File: src/rtl/mole_tile_writer.sv
// mole_tile_writer
//   Framebuffer write-side engine for the whack-a-mole display. On a start
//   request it sweeps one TILE_W x TILE_H sprite out of the sprite ROM and
//   issues raster-ordered plot writes to the VGA adapter, placing the tile at
//   one cell of a 4x4 grid on the 160x120 screen.
//
//   Optional build macro: TRANSPARENT_EN
//     defined   - pixels whose ROM colour equals TRANSP_KEY are not plotted
//     undefined - every pixel is plotted
//
// Ports
//   clock     in   system clock, rising edge
//   reset     in   synchronous active-high reset
//   start     in   draw request, sampled only while idle
//   hole      in   [1:0] = column, [3:2] = row of the tile
//   mole_up   in   1 = mole sprite (ROM sprite 1), 0 = empty-hole sprite
//   rom_addr  out  sprite ROM read address
//   rom_data  in   ROM data, valid one cycle after rom_addr
//   x, y      out  plot coordinates
//   colour    out  plot colour
//   plot      out  write strobe
//   busy      out  high whenever not idle
//   done      out  one-cycle pulse at tile completion
//
// State table
//   S_IDLE  | waiting for start
//   S_DRAW  | one ROM address per cycle, raster order
//   S_FLUSH | final pixel's plot while no new address is issued
//   S_DONE  | done pulse, back to idle next cycle

module mole_tile_writer #(
    parameter int                   TILE_W     = 40,
    parameter int                   TILE_H     = 30,
    parameter int                   COLOUR_W   = 3,
    parameter int                   ADDR_W     = 12,
    parameter logic [COLOUR_W-1:0]  TRANSP_KEY = 3'b101
) (
    input  logic                clock,
    input  logic                reset,
    input  logic                start,
    input  logic [3:0]          hole,
    input  logic                mole_up,
    output logic [ADDR_W-1:0]   rom_addr,
    input  logic [COLOUR_W-1:0] rom_data,
    output logic [7:0]          x,
    output logic [6:0]          y,
    output logic [COLOUR_W-1:0] colour,
    output logic                plot,
    output logic                busy,
    output logic                done
);

    localparam int N  = TILE_W * TILE_H;
    localparam int CW = $clog2(TILE_W);
    localparam int RW = $clog2(TILE_H);

    typedef enum logic [1:0] {
        S_IDLE  = 2'd0,
        S_DRAW  = 2'd1,
        S_FLUSH = 2'd2,
        S_DONE  = 2'd3
    } state_t;

    state_t              r_state;
    state_t              w_next;

    logic [CW-1:0]       r_col;
    logic [RW-1:0]       r_row;
    logic [ADDR_W-1:0]   r_addr;
    logic [7:0]          r_x0;
    logic [6:0]          r_y0;
    logic [7:0]          r_x_d;
    logic [6:0]          r_y_d;
    logic                r_pix_v;
    logic [7:0]          r_x_hold;
    logic [6:0]          r_y_hold;
    logic [COLOUR_W-1:0] r_c_hold;

    logic                w_last;
    logic                w_col_wrap;
    logic                w_keyed;
    logic                w_plot;
    logic [7:0]          w_x0;
    logic [6:0]          w_y0;
    logic [ADDR_W-1:0]   w_base;

    assign w_col_wrap = (r_col == CW'(TILE_W - 1));
    assign w_last     = w_col_wrap && (r_row == RW'(TILE_H - 1));

    // Origin uses small constant products on the 2-bit grid index only;
    // the ROM address itself is a plain incrementing counter.
    assign w_x0   = 8'(TILE_W) * {6'b0, hole[1:0]};
    assign w_y0   = 7'(TILE_H) * {5'b0, hole[3:2]};
    assign w_base = mole_up ? ADDR_W'(N) : '0;

`ifdef TRANSPARENT_EN
    assign w_keyed = (rom_data == TRANSP_KEY);
`else
    // Key compare masked off: every pixel is plotted in this build.
    assign w_keyed = 1'b0 & (rom_data == TRANSP_KEY);
`endif

    assign w_plot = r_pix_v && !w_keyed;

    always_comb begin
        w_next = r_state;
        case (r_state)
            S_IDLE:  if (start) w_next = S_DRAW;
            S_DRAW:  if (w_last) w_next = S_FLUSH;
            S_FLUSH: w_next = S_DONE;
            S_DONE:  w_next = S_IDLE;
            default: w_next = S_IDLE;
        endcase
    end

    always_ff @(posedge clock) begin
        if (reset) begin
            r_state  <= S_IDLE;
            r_col    <= '0;
            r_row    <= '0;
            r_addr   <= '0;
            r_x0     <= '0;
            r_y0     <= '0;
            r_x_d    <= '0;
            r_y_d    <= '0;
            r_pix_v  <= 1'b0;
            r_x_hold <= '0;
            r_y_hold <= '0;
            r_c_hold <= '0;
        end else begin
            r_state <= w_next;
            // A pixel enters the plot stage one cycle after its address.
            r_pix_v <= (r_state == S_DRAW);

            case (r_state)
                S_IDLE: begin
                    if (start) begin
                        r_x0   <= w_x0;
                        r_y0   <= w_y0;
                        r_addr <= w_base;
                        r_col  <= '0;
                        r_row  <= '0;
                    end
                end
                S_DRAW: begin
                    r_x_d <= r_x0 + 8'(r_col);
                    r_y_d <= r_y0 + 7'(r_row);
                    // Address stays on the last pixel once the sweep ends.
                    if (!w_last) begin
                        r_addr <= r_addr + 1'b1;
                        if (w_col_wrap) begin
                            r_col <= '0;
                            r_row <= r_row + 1'b1;
                        end else begin
                            r_col <= r_col + 1'b1;
                        end
                    end
                end
                default: ;
            endcase

            if (w_plot) begin
                r_x_hold <= r_x_d;
                r_y_hold <= r_y_d;
                r_c_hold <= rom_data;
            end
        end
    end

    // Colour comes straight from the ROM during a plot; outside a plot the
    // last plotted values are held.
    assign rom_addr = r_addr;
    assign plot     = w_plot;
    assign x        = w_plot ? r_x_d    : r_x_hold;
    assign y        = w_plot ? r_y_d    : r_y_hold;
    assign colour   = w_plot ? rom_data : r_c_hold;
    assign busy     = (r_state != S_IDLE);
    assign done     = (r_state == S_DONE);

endmodule

File: config.mk
export PLATFORM = sky130hd
export DESIGN_NAME = mole_tile_writer
export DESIGN_NICKNAME = d
export VERILOG_FILES = /design/src/rtl/mole_tile_writer.sv
export SDC_FILE = /design/constraint.sdc
export NUM_CORES = 1
export LEC_CHECK = 0
export ABC_AREA = 1
export BUFFER_PORTS_ARGS = -buffer_cell sky130_fd_sc_hd__buf_2
export CAP_MARGIN = 10
export CORE_MARGIN = 8
export CORE_UTILIZATION = 25
export CTS_BUF_LIST = sky130_fd_sc_hd__clkbuf_2
export CTS_CLUSTER_DIAMETER = 60
export DETAILED_ROUTE_END_ITERATION = 6
export PLACE_DENSITY_LB_ADDON = 0.3
export RECOVER_POWER = 100
export SYNTH_ARGS = -nofsm -noshare
export SYNTH_HDL_FRONTEND = slang
export SYNTH_SLANG_ARGS = --single-unit
File: constraint.sdc
create_clock -name clock -period 3.6 [get_ports clock]
set_input_delay 0.36 -clock clock [delete_from_list [all_inputs] [get_ports clock]]
set_output_delay 0.36 -clock clock [all_outputs]
set_load 0.005 [all_outputs]
==> summary.txt, run 1 <==
Worst setup path
  • Critical Path Fanout Max: 18
  • Critical Path AT: 3370 ps
  • Critical-path top delay cell: o21ai_0
  • CP dominant cell by count: nand2_1
  • Crit path largest cell delay: 820 ps
  • WP data required: 4030 ps
  • Crit path capture type: flop
  • CP Cell Sequence: inv_1 -> ha_1 -> inv_2 -> o21ai_0 -> nand2_1 -> nand2_1 -> inv_1 -> nand2_1 -> nand2_1
  • Crit path max-delay family: simple AND/OR/NAND/NOR gates
  • Startpoint types: flop
  • CP Class: flop to flop
  • WP buf/inv: 3

Synth
  • Largest family of logic cells by synthesized area: simple AND/OR/NAND/NOR gates
  • Synth Instances: 486
  • Simple-gate share of the synthesized area: ~31%
  • Synth Area in XOR/XNOR: 0.785%
  • Mux contribution to synthesized area: 0%
  • Post-synthesis sequential area ratio: just under 40%
  • Area fraction in compound gates after synthesis: between 10% and 20%
  • Synth Area per Inst: 6.89 µm²
  • Synth unique cells: 33
  • FF+latch count, synth: 66
  • Syn nets: between 500 and 600
  • Warnings, synthesis: 0
  • Synth Area in Adders: 7.93%
  • Synthesized area: between 3000 and 4000 µm²

Timing
  • Final setup fails: 0
  • Fin Setup TNS: 0 ps
  • Max frequency: roughly 340 MHz
  • Final period util: 81.7%
  • Slew Limit Fails: 0
  • Unrepaired setup endpoints after global routing: no
  • Endpoints failing hold: 0
  • Worst-margin pin slew: 1460 ps
  • Relative slew slack: 2.58%
  • Minimum clock period: 2940 ps
  • Hold WS: a little over 80 ps
  • Clock Skews: 16.3 ps

Clock network
  • Clk root buf: clkbuf_2
  • Clock slew at reported path FFs: 200 ps
  • # H-tree levels: 3
  • Post-CTS Setup Bufs: 0
  • CTS buffer count: 9
  • CTS tree: yes
  • Worst skew pair latency: between 500 and 600 ps
  • Sink Count: 66
  • CTS Hold Bufs: 0
  • Clock Tree Buf Depth: 2
  • CTS resizes: 0

Layout
  • Number of diodes: 0
  • Share of cells above drive strength 1: slightly above 7%
  • Area delta synth->final: 15.1%
  • Nets: 558

Die
  • Die Width: between 100 and 150 µm
  • Initial core utilization: 25.5%
  • Io pins: 44
  • Core Area: 13100 µm²
  • Die area: 17300 µm²
  • Die Ht: 132 µm
  • Row count: 42

GRT
  • Vias in the first global route: 2949
  • Antenna violations before repair: 0
  • Grt met3 use: 4.15%
  • Global route overflow: 0
  • First-pass GRT wire length: 14.5 mm
  • Met1 Use GR: 13.0%
  • Largest net degree at the start of global routing: 33
  • Top Usage Layer GRT: met2
  • M2 GR Usage: 15.0%
  • Gr usage total: 9.98%

Place
  • Gpl congestion: 0.798
  • Dpl hpwl: 6.02 mm
  • I/O Buffers: 43

Detailed routing
  • Drt via density: 4.37
  • DR vias: 3097
  • DRC viols: 0
  • DRT Pass-1 Iters: 4
  • Total detailed-routing wirelength: 8.38 mm
  • Avg WL per Cell: 11.8 µm
  • Initial drt markers: 169
  • Detail Route Antenna Nets: 0

Power
  • Design Power: 2.60 mW
  • Peak supply drop: roughly 0.21 mV
  • Leak: 1.77 nW
  • Power per Cell Area: 676 nW/µm²

Worst hold path
  • Hold Path Class: input pin to flop

Run
  • # Max-Cap Violations: 0

Run status
  • Status: completed
==> Yosys cell counts (all sizes together) <==
library cell | number | area, µm²
a21o | 1 | 7.51
a21oi | 40 | 208
buf | 7 | 40.0
clkbuf | 8 | 30.0
clkinv | 1 | 3.75
dfxtp | 66 | 1320
fa | 2 | 40.0
ha | 18 | 225
inv | 58 | 218
nand2 | 143 | 547
nand3 | 32 | 170
nand3b | 1 | 7.51
nand4 | 11 | 68.8
nor2 | 55 | 211
nor3 | 2 | 10.0
nor3b | 2 | 15.0
o211ai | 1 | 7.51
o21ai | 33 | 176
o21bai | 1 | 7.51
or2 | 1 | 6.26
xnor2 | 2 | 17.5
xor2 | 1 | 8.76
==> cells by family (layout without fill, tap and decap cells) <==
family / Yosys count / after routing
flip-flops: 66 / 66
AO/OA/AOI/OAI: 76 / 76
buffers and inverters: 74 / 120
adder cells (fa/ha/maj): 20 / 20
AND/OR/NAND/NOR: 247 / 247
XOR/XNOR: 3 / 3
==> worst reg2reg max path, cell delays in order (launching register included) <==
cell and delay, ps:
dfxtp_1 380, inv_1 80, ha_1 190, inv_2 170
o21ai_0 820, nand2_1 610, nand2_1 360, inv_1 120
nand2_1 70, nand2_1 40
==> cell type report <==
class / count / area (µm²)
Inverter: 59 / 221
Fill cell: 1484 / 9290
Tap cell: 176 / 220
Timing Repair Buffer: 45 / 190
Clock inverter: 6 / 138
Multi-Input combinational cell: 346 / 1710
Clock buffer: 10 / 50.0
Sequential cell: 66 / 1320
==> flip-flops by register name, indices dropped and copies added (netlist names) <==
signal and flops:
r_row 5, r_x_d 8, r_y_d 7, r_x_hold 8, plot 1, r_x0 2, rom_addr 12, r_state 2
r_c_hold 3, r_y0 5, r_y_hold 7, r_col 6
==> power breakdown <==
group	switching, mW	internal [mW]
Sequential	0.164	0.901
Combinational	0.583	0.293
Clock	0.287	0.376
==> layout by cell type (no fill, tap or decap), types with 2 or more instances in the layout <==
cell         n
a21oi_1     38
a21oi_2      2
buf_2       11
buf_4        2
bufinv_16    4
clkbuf_1    32
clkbuf_2    10
dfxtp_1     66
fa_1         2
ha_1        18
inv_1       55
inv_2        3
nand2_1    143
nand3_1     30
nand3_2      2
nand4_1     11
nor2_1      54
nor3_1       2
nor3b_1      2
o21ai_0     32
xnor2_1      2
==> worst paths after layout <==
kind	startpoint	to	slack, ps	cells after the start
hold / removal	rom_data[1]	r_c_hold[1]$_SDFF_PP0_	80	3
setup / recovery	r_state[1]$_SDFFE_PP0P_	rom_addr[1]$_SDFFE_PP0P_	660	9
hold reg to reg	r_y_hold[2]$_SDFF_PP0_	r_y_hold[2]$_SDFF_PP0_	480	2
setup reg to reg	r_state[1]$_SDFFE_PP0P_	rom_addr[1]$_SDFFE_PP0P_	660	9
==> stage by stage <==
step	instance area (µm²)	worst slack [ps]	utilization [%]	instances
3_5_place_dp	3730	1370	28.4	692
3_3_place_gp	3730	1400	28.4	692
6_report	3850	659	29.3	708
4_1_cts	3920	730	29.8	708
5_1_grt	3850	276	29.3	708
2_1_floorplan	3350	2020	-	486
==> routing by layer <==
layer,vias up,routed length (µm)
li1,1631,-
met1,1383,4240
met2,78,3480
met3,5,591
met4,0,56
met5,-,0
Power figures use the tool's default switching activity.
==> run 2, diff against run 1 <==
clock period = 2.95 ns   (was 3.6 ns; I/O delays follow)
==> summary.txt, run 2 (synthesis results as in run 1) <==
Run status
  • Status: completed

Timing
  • Minimum clock period: 2400 ps (-538 ps)
  • Fin Setup TNS: 0 ps (unchanged)
  • Max frequency: 416 MHz (+22%)
  • Relative slew slack: 41.1% (+39 points)
  • Clock Skews: 18.3 ps (+2.02 ps)
  • Final period util: 81.5% (-0.23 points)
  • Endpoints failing hold: 0 (unchanged)
  • Slew Limit Fails: 0 (unchanged)
  • Worst-margin pin slew: 884 ps (-578 ps)
  • Setup ws final: 547 ps (-112 ps)
  • Unrepaired setup endpoints after global routing: no
  • Final setup fails: 0 (unchanged)

Die
  • Die area: 17300 µm² (unchanged)
  • Initial core utilization: 25.5% (unchanged)
  • Io pins: 44 (unchanged)
  • Die Width: 132 µm (unchanged)
  • Row count: 42 (unchanged)
  • Core Area: 13100 µm² (unchanged)
  • Die Ht: 132 µm (unchanged)

GRT
  • Vias in the first global route: 3071 (+4.1%)
  • Antenna violations before repair: 0 (unchanged)
  • Largest net degree at the start of global routing: 30 (-9.1%)
  • Global route overflow: 0 (unchanged)
  • First-pass GRT wire length: 14.3 mm (-1.1%)
  • Gr usage total: 9.90% (-0.080 points)

Clock network
  • Worst skew pair latency: 520 ps (about the same)
  • CTS tree: yes
  • Clock Tree Buf Depth: 2 (unchanged)
  • CTS resizes: 0 (unchanged)
  • Post-CTS Setup Bufs: 0 (unchanged)
  • Clk root buf: clkbuf_2
  • Clock slew at reported path FFs: 200 ps (about the same)
  • CTS buffer count: 9 (unchanged)
  • # H-tree levels: 3 (unchanged)
  • CTS Hold Bufs: 3 (+3)
  • Sink Count: 66 (unchanged)

Place
  • I/O Buffers: 43 (unchanged)
  • DP Cell Count: 694 (+0.29%)
  • Dpl ws: 795 ps (-571 ps)
  • Gpl congestion: 0.856 (+7.2%)
  • Dpl hpwl: 6.18 mm (+2.6%)

Layout
  • Most frequent cells in the layout: nand2_1 (142), dfxtp_1 (66), inv_1 (56)
  • Area delta synth->final: 16.2%
  • Share of cells above drive strength 1: 7.82% (+0.68 points)
  • Final Non-Filler Cells: 713 (+0.71%)
  • Commonest non-fill, non-tap cell in the layout: nand2_1
  • Nets: 563 (+0.90%)
  • Number of diodes: 0 (unchanged)
  • Max reg flops: 12 (unchanged)
  • Final Util: 29.6% (+0.30 points)

Worst setup path
  • Critical Path AT: 2840 ps (-530 ps)
  • Critical-path top delay cell: inv_1
  • Startpoint types: flop
  • CP Class: flop to flop
  • Critical Path Source: r_state[1]$_SDFFE_PP0P_
  • CP Cell Sequence: inv_1 -> ha_1 -> inv_1 -> o21ai_4 -> nand2_4 -> nand2_1 -> inv_1 -> nand2_1 -> nand2_1
  • Crit path capture type: flop
  • Worst R2R Start: r_state[1]$_SDFFE_PP0P_
  • Crit path largest cell delay: 430 ps (-390 ps)
  • Critical Path Fanout Max: 18 (unchanged)
  • WP data required: 3390 ps (-640 ps)

Power
  • Peak supply drop: 0.184 mV (-13%)
  • Leak: 1.79 nW (+0.90%)
  • Power per Cell Area: 801 nW/µm² (+19%)

Worst hold path
  • Hold Path Class: input pin to flop
  • Worst Hold Launch: hole[1]

Detailed routing
  • Detail Route Antenna Nets: 0 (unchanged)
  • Avg WL per Cell: 11.8 µm (-0.46%)
  • DRT Pass-1 Iters: 4 (unchanged)
  • Drt via density: 4.38 (about the same)
  • Initial drt markers: 157 (-7.1%)
  • DRC viols: 0 (unchanged)
  • DR vias: 3121 (+0.77%)
  • Total detailed-routing wirelength: 8.40 mm (+0.24%)

Run
  • # Max-Cap Violations: 0 (unchanged)
## run 2: changes by cell type in the layout (fill, tap and decap cells not counted), sizes merged
cell	previous run	this run
clkbuf	42	40
dlygate4sd3	0	3
buf	13	16
bufinv	4	3
clkinv	2	4
## run 2: final cells by class
type / count / area, µm²
clock buffer: 9 / 45.0
clock inverter: 7 / 116
fill: 1494 / 9250
inverter: 59 / 221
multi-input combinational: 346 / 1730
sequential: 66 / 1320
tap: 176 / 220
timing repair buffer: 50 / 234
## run 2: through the flow
| stage | area, µm² | hold WS, ps | power, mW |
|---|---|---|---|
| final | 3890 | 49.1 | 3.12 |
| after global placement | 3740 | 456 | 2.44 |
| after global routing | 3890 | 28.3 | 3.40 |
| after detailed placement | 3740 | 462 | 2.45 |
| after floorplan | 3350 | 433 | 2.09 |
| after CTS | 3930 | 15.7 | 3.18 |
## run 2: path summary, 6_finish.rpt
check | endpoint | slack [ps] | cells past startpoint
min reg2reg | r_x_hold[6]$_SDFF_PP0_ | 480 | 2
max | rom_addr[9]$_SDFFE_PP0P_ | 550 | 9
min | r_x0[6]$_SDFFE_PP0P_ | 50 | 3
max reg2reg | rom_addr[9]$_SDFFE_PP0P_ | 550 | 9
## run 2: power breakdown
group / internal (mW) / switching, mW
clock: 0.366 / 0.350
sequential: 1.10 / 0.189
combinational: 0.370 / 0.743
total: 1.84 / 1.28
## run 2: layer usage
layer  track usage, %  part of all wire (%)
met1             12.8                    50
met2             14.8                    43
met3             3.89                   5.9
met4             3.06                  0.95
met5                0                     0
## run 2: worst max-delay path, delay by kind of cell, from the launching register on
family                     cells  cell delay, ps
buffers and inverters          3             630
AOI/OAI and AO/OA              1             400
DFF                            1             390
adders and majority gates      1             410
and+or+nand+nor                4             490
